[src/rtl/vs_acc_fsm.sv]
// Serial hex accumulator: parses "+/-<hex>CR LF" frames, updates ACC and streams a ROM message.
// Optional clear command ('C' CR LF) is enabled by defining VS_CLEAR_CMD_EN.
module vs_acc_fsm #(
   parameter int unsigned OP_DIGITS  = 7,
   parameter int unsigned ACC_DIGITS = 21,
   parameter int unsigned ADDR_W     = 7
) (
   input  logic              CLK,
   input  logic              RST,
   input  logic              RX_DATA_EN,
   input  logic [9:0]        RX_DATA_R,
   output logic              TX_RDY_T,
   output logic [7:0]        TX_DATA_T,
   input  logic              TX_RDY_R,
   output logic [ADDR_W-1:0] ADDR,
   input  logic [7:0]        DATA
);

   localparam int unsigned ACC_W = 4 * ACC_DIGITS;
   localparam int unsigned OP_W  = 4 * OP_DIGITS;
   localparam int unsigned CNT_W = 4;
   localparam int unsigned DIG_W = 5;

   localparam logic [7:0] CH_PLUS  = 8'h2B;
   localparam logic [7:0] CH_MINUS = 8'h2D;
   localparam logic [7:0] CH_CR    = 8'h0D;
   localparam logic [7:0] CH_LF    = 8'h0A;

   typedef enum logic [3:0] {
      IDLE = 4'd0,
      RDT  = 4'd1,
      RCR  = 4'd2,
      RLF  = 4'd3,
      TLD  = 4'd4,
      TMSG = 4'd5,
      TDT  = 4'd6,
      TCR  = 4'd7,
      TLF  = 4'd8
   } state_e;

   state_e              state_q, state_d;
   logic [ACC_W-1:0]    acc_q, acc_d;
   logic [OP_W-1:0]     opnd_q, opnd_d;
   logic [CNT_W-1:0]    cnt_q, cnt_d;
   logic                res_q, res_d;
   logic                sub_q, sub_d;
   logic                clr_q, clr_d;
   logic [ADDR_W-1:0]   addr_q, addr_d;
   logic [ADDR_W-1:0]   end_q, end_d;
   logic [DIG_W-1:0]    dig_q, dig_d;
   logic                tx_rdy_q, tx_rdy_d;
   logic [7:0]          tx_data_q, tx_data_d;

   // {valid, value} for an ASCII hex digit of either case
   function automatic logic [4:0] hex_dec(input logic [7:0] b);
      logic [4:0] r;
      r = '0;
      if (b >= 8'h30 && b <= 8'h39)      r = {1'b1, 4'(b - 8'h30)};
      else if (b >= 8'h41 && b <= 8'h46) r = {1'b1, 4'(b - 8'h37)};
      else if (b >= 8'h61 && b <= 8'h66) r = {1'b1, 4'(b - 8'h57)};
      return r;
   endfunction

   function automatic logic [7:0] hex_chr(input logic [3:0] n);
      return (n < 4'd10) ? (8'h30 + {4'h0, n}) : (8'h37 + {4'h0, n});
   endfunction

   logic [7:0]       rx_byte;
   logic [1:0]       rx_flags;
   logic [4:0]       hx;
   logic             err;
   logic [3:0]       nib;
   logic [DIG_W+1:0] sh;

   assign rx_byte  = RX_DATA_R[7:0];
   assign rx_flags = RX_DATA_R[9:8];

   always_comb begin
      state_d   = state_q;
      acc_d     = acc_q;
      opnd_d    = opnd_q;
      cnt_d     = cnt_q;
      res_d     = res_q;
      sub_d     = sub_q;
      clr_d     = clr_q;
      addr_d    = addr_q;
      end_d     = end_q;
      dig_d     = dig_q;
      tx_rdy_d  = tx_rdy_q;
      tx_data_d = tx_data_q;
      hx        = hex_dec(rx_byte);
      err       = 1'b0;
      nib       = '0;
      sh        = '0;

      case (state_q)
         IDLE: if (RX_DATA_EN) begin
            if (rx_flags != 2'b00) err = 1'b1;
            else if (rx_byte == CH_PLUS || rx_byte == CH_MINUS) begin
               sub_d   = (rx_byte == CH_MINUS);
               clr_d   = 1'b0;
               opnd_d  = '0;
               cnt_d   = '0;
               state_d = RDT;
            end
`ifdef VS_CLEAR_CMD_EN
            else if (rx_byte == 8'h43 || rx_byte == 8'h63) begin
               clr_d   = 1'b1;
               opnd_d  = '0;
               cnt_d   = '0;
               state_d = RCR;
            end
`endif
            else err = 1'b1;
         end
         RDT: if (RX_DATA_EN) begin
            if (rx_flags != 2'b00) err = 1'b1;
            else if (hx[4]) begin
               opnd_d = OP_W'({opnd_q, hx[3:0]});
               cnt_d  = cnt_q + CNT_W'(1);
               if (cnt_q + CNT_W'(1) == CNT_W'(OP_DIGITS)) state_d = RCR;
            end
            else if (rx_byte == CH_CR && cnt_q != '0) state_d = RLF;
            else err = 1'b1;
         end
         RCR: if (RX_DATA_EN) begin
            if (rx_flags == 2'b00 && rx_byte == CH_CR) state_d = RLF;
            else err = 1'b1;
         end
         RLF: if (RX_DATA_EN) begin
            if (rx_flags == 2'b00 && rx_byte == CH_LF) begin
               if (clr_q)      acc_d = '0;
               else if (sub_q) acc_d = acc_q - ACC_W'(opnd_q);
               else            acc_d = acc_q + ACC_W'(opnd_q);
               opnd_d  = '0;
               cnt_d   = '0;
               clr_d   = 1'b0;
               res_d   = 1'b1;
               addr_d  = ADDR_W'(8'h00);
               end_d   = ADDR_W'(8'h06);
               state_d = TLD;
            end
            else err = 1'b1;
         end
         TLD: begin
            tx_data_d = DATA;
            tx_rdy_d  = 1'b1;
            addr_d    = addr_q + ADDR_W'(1);
            state_d   = TMSG;
         end
         TMSG: if (TX_RDY_R) begin
            // addr_q already points one past the byte just taken
            if (addr_q == end_q + ADDR_W'(1)) begin
               if (res_q) begin
                  nib       = acc_q[ACC_W-1 -: 4];
                  tx_data_d = hex_chr(nib);
                  dig_d     = DIG_W'(ACC_DIGITS - 1);
                  state_d   = TDT;
               end else begin
                  tx_data_d = CH_CR;
                  state_d   = TCR;
               end
            end else begin
               tx_data_d = DATA;
               addr_d    = addr_q + ADDR_W'(1);
            end
         end
         TDT: if (TX_RDY_R) begin
            if (dig_q == '0) begin
               tx_data_d = CH_CR;
               state_d   = TCR;
            end else begin
               sh        = {dig_q - DIG_W'(1), 2'b00};
               nib       = 4'(acc_q >> sh);
               tx_data_d = hex_chr(nib);
               dig_d     = dig_q - DIG_W'(1);
            end
         end
         TCR: if (TX_RDY_R) begin
            tx_data_d = CH_LF;
            state_d   = TLF;
         end
         TLF: if (TX_RDY_R) begin
            tx_rdy_d = 1'b0;
            state_d  = IDLE;
         end
         default: state_d = IDLE;
      endcase

      // Any receive error drops the partial frame and selects a message by the flag bits
      if (err) begin
         opnd_d  = '0;
         cnt_d   = '0;
         clr_d   = 1'b0;
         res_d   = 1'b0;
         state_d = TLD;
         case (rx_flags)
            2'b01:   begin addr_d = ADDR_W'(8'h18); end_d = ADDR_W'(8'h23); end
            2'b10:   begin addr_d = ADDR_W'(8'h24); end_d = ADDR_W'(8'h2F); end
            2'b11:   begin addr_d = ADDR_W'(8'h30); end_d = ADDR_W'(8'h46); end
            default: begin addr_d = ADDR_W'(8'h07); end_d = ADDR_W'(8'h17); end
         endcase
      end
   end

   always_ff @(posedge CLK) begin
      if (RST) begin
         state_q   <= IDLE;
         acc_q     <= '0;
         opnd_q    <= '0;
         cnt_q     <= '0;
         res_q     <= 1'b0;
         sub_q     <= 1'b0;
         clr_q     <= 1'b0;
         addr_q    <= '0;
         end_q     <= '0;
         dig_q     <= '0;
         tx_rdy_q  <= 1'b0;
         tx_data_q <= 8'h00;
      end else begin
         state_q   <= state_d;
         acc_q     <= acc_d;
         opnd_q    <= opnd_d;
         cnt_q     <= cnt_d;
         res_q     <= res_d;
         sub_q     <= sub_d;
         clr_q     <= clr_d;
         addr_q    <= addr_d;
         end_q     <= end_d;
         dig_q     <= dig_d;
         tx_rdy_q  <= tx_rdy_d;
         tx_data_q <= tx_data_d;
      end
   end

   assign TX_RDY_T  = tx_rdy_q;
   assign TX_DATA_T = tx_data_q;
   assign ADDR      = addr_q;

endmodule

[config.mk]
export PLATFORM = sky130hd
export DESIGN_NAME = vs_acc_fsm
export DESIGN_NICKNAME = d
export VERILOG_FILES = /design/src/rtl/vs_acc_fsm.sv
export SDC_FILE = /design/constraint.sdc
export NUM_CORES = 1
export LEC_CHECK = 0
export ABC_AREA = 1
export CELL_PAD_IN_SITES_DETAIL_PLACEMENT = 2
export CELL_PAD_IN_SITES_GLOBAL_PLACEMENT = 2
export CORE_ASPECT_RATIO = 1.5
export CORE_MARGIN = 2
export CORE_UTILIZATION = 31
export DETAILED_ROUTE_END_ITERATION = 8
export GPL_TIMING_DRIVEN = 0
export PLACE_DENSITY = 0.77
export SKIP_CTS_REPAIR_TIMING = 1
export SLEW_MARGIN = 15
export SYNTH_ARGS = -nofsm -noshare
export SYNTH_HDL_FRONTEND = slang
export SYNTH_SLANG_ARGS = --single-unit
[constraint.sdc]
create_clock -name CLK -period 3.55 [get_ports CLK]
set_input_delay 0.71 -clock CLK [delete_from_list [all_inputs] [get_ports CLK]]
set_output_delay 0.71 -clock CLK [all_outputs]
set_load 0.05 [all_outputs]
==> impl_metrics.ini <==
[run_status]
outcome = finished, violations left
violations = capacitance limit, slew limit, setup timing

[placement]
gp_congestion = 1.036
placed_area_mm2 = 0.01713
hpwl_um = 76450
port_buffers = 37
pre_cts_slack_ns = -2.587

[floorplanning]
initial_utilization = 0.3141
core_area_mm2 = 0.05067
dieArea_mm2 = 0.05321
floorplan.die.width_um = 189.0
fp-row-count = 101
ioPinCount = 38
die_height_um = 281.5

[sta]
timing.setup.tns_ns = -61.15
finalSetupViolCount = 79
finalWorstSetupSlack_ns = -1.613
period_share = 1.454
maxSlewViolCount = 22
hold_viol = 0
period_minus_slack_ns = 5.163
fin_skew_ns = 0.02619
slew-limit-headroom = -0.1410
fmax_mhz = 193.7
rsz0062_at_grt = yes
worst_pin_slew_ns = 1.711

[yosys]
ys_async_sr_fraction = 0
synth-seq-area-share = 0.1887
synth.most_common_cell = nand2_1
yosysTopAreaCell = dfxtp_1
ys_ff_latch = 150
synth_area_leaders = dfxtp_1 (19%), nand2_1 (12%), nor2_1 (11%)
synth-edff-count = 0
synth.avg_cell_area_um2 = 5.826
synth.distinct_cells = 57
synth_nets = 2859
synthFlopType = dfxtp_1
synthTopCellsByCount = nand2_1 (528), nor2_1 (459), inv_1 (428)
yosysWarnings = 0
syn-instance-count = 2732
synth_area_mm2 = 0.01592
synth_top_area_share = 0.1887

[worst_setup_path]
r2r_cells = 28
max_stage_delay_ns = 0.41
r2r_setup_slack_ns = -1.61
arrival_ns = 5.58
startpoint = opnd_q[0]$_SDFFE_PP0P_
r2r_end = acc_q[70]$_SDFFE_PP0P_
cp-start-kind = flop
critPathMostFrequentCell = inv_2
cp-end-kind = flop
crit_type = flop to flop
critical_path_required_ns = 3.96
cpMaxStageDelayCell = nor4_4
path_max_fanout = 5
reg2reg_from = opnd_q[0]$_SDFFE_PP0P_

[cts]
clk_pin_slew_ns = 0.10
ctsRootBufferMaster = clkbuf_16
h-tree-depth = 4
cts.sinks = 150
cts.path.max_buffers = 2
clk_latency_ns = 0.53
cts_tree = yes
numCtsBuffers = 17

[job]
maxCapViolCount = 2

[routing]
via_per_inst = 6.520
drc = 0
wl_per_cell_um = 37.84
routed_wl_um = 137600
first_pass_iters = 8
drtIter0Drc = 2085
vias = 23714
ant_nets = 0

[global_route]
antenna_found_initial = 18
track_usage = 0.3439
grt_start_max_net_pins = 17
grt_pass1_vias = 21114
grt_pass1_wl_um = 133300
grt_overflow = 0

[hold_path]
hold_class = flop to flop
min_to = TX_DATA_T[6]$_SDFFE_PP0P_
worstHoldStart = TX_DATA_T[6]$_SDFFE_PP0P_
worstHoldPathCells = 2

[cells_and_area]
drive_above_1_share = 0.3623
area_growth_pct = 48.01
final_util = 0.4649
final_cell_area_mm2 = 0.02356
final_nets = 3076
==> state kept, by name (all words and copies together) (netlist names) <==
| signal | cells |
|---|---|
| end_q | 7 |
| cnt_q | 4 |
| dig_q | 5 |
| TX_RDY_T | 1 |
| opnd_q | 28 |
| state_q | 4 |
| res_q | 1 |
| TX_DATA_T | 8 |
| sub_q | 1 |
| acc_q | 84 |
| ADDR | 7 |
==> placed cells by master (no fill, tap or decap), types with 12 or more instances in the layout <==
master,count
a211oi_1,23
a211oi_2,20
a21o_1,13
a21oi_1,134
a21oi_2,62
a21oi_4,48
buf_2,26
buf_4,118
buf_6,43
clkbuf_1,17
clkbuf_16,18
clkdlybuf4s50_1,37
dfxtp_1,144
ha_1,55
ha_4,38
inv_1,324
inv_2,100
inv_4,21
nand2_1,412
nand2_2,91
nand2_4,30
nand3_1,134
nand3_2,38
nand4_1,32
nor2_1,283
nor2_2,73
nor2_4,113
nor3_1,12
nor3_4,19
o211ai_1,12
o21ai_0,92
o21ai_1,62
o21ai_2,45
o21ai_4,34
xnor2_1,19
xor2_1,44
==> area by class of cell <==
class | count | area (um^2)
Clock buffer | 19 | 442.9
Fill cell | 5794 | 27120
Tap cell | 669 | 837.1
Clock inverter | 13 | 141.4
Timing Repair Buffer | 200 | 1894
Sequential cell | 150 | 3018
Buffer | 65 | 361.6
Inverter | 448 | 1743
Multi-Input combinational cell | 2067 | 15100
Antenna cell | 6 | 15.01
==> kinds of logic after synthesis <==
logic type / synth area share
flip-flops: 0.1887
adder cells (fa/ha/maj): 0.08301
XOR/XNOR: 0.04229
AO/OA/AOI/OAI: 0.2194
buffers and inverters: 0.1257
AND/OR/NAND/NOR: 0.3409
==> critical path, delay by kind of cell (launching register included) <==
kind,cells,cell delay (ns)
flip-flops,1,0.38
AO/OA/AOI/OAI,3,0.92
buffers and inverters,11,1.41
AND/OR/NAND/NOR,12,1.89
adder cells (fa/ha/maj),2,0.41
==> per-stage QoR <==
stage / hold WS, ns / instances
6_report: 0.4764 / 3637
2_1_floorplan: 0.4508 / 2732
3_3_place_gp: 0.4519 / 3438
4_1_cts: 0.4812 / 3471
5_1_grt: 0.5089 / 3632
3_5_place_dp: 0.4689 / 3439
==> how the worst max path moves through the flow <==
stage,slack [ns],cells after the start,endpoint
3_3_place_gp,-2.42,22,acc_q[75]$_SDFFE_PP0P_
3_5_place_dp,-2.59,22,acc_q[75]$_SDFFE_PP0P_
2_1_floorplan,0.05,23,acc_q[73]$_SDFFE_PP0P_
4_1_cts,-2.58,22,acc_q[75]$_SDFFE_PP0P_
5_1_grt,-1.68,24,acc_q[70]$_SDFFE_PP0P_
6_report,-1.61,28,acc_q[70]$_SDFFE_PP0P_
==> routing by layer <==
| layer | track usage | routed length (um) |
|---|---|---|
| met1 | 0.3305 | 43840 |
| met2 | 0.6284 | 61630 |
| met3 | 0.04966 | 13610 |
| met4 | 0.3211 | 18470 |
| met5 | 0 | 86 |
Power is not shown: default switching activity piles up to over one toggle a cycle in this logic, so the estimate is an artifact.
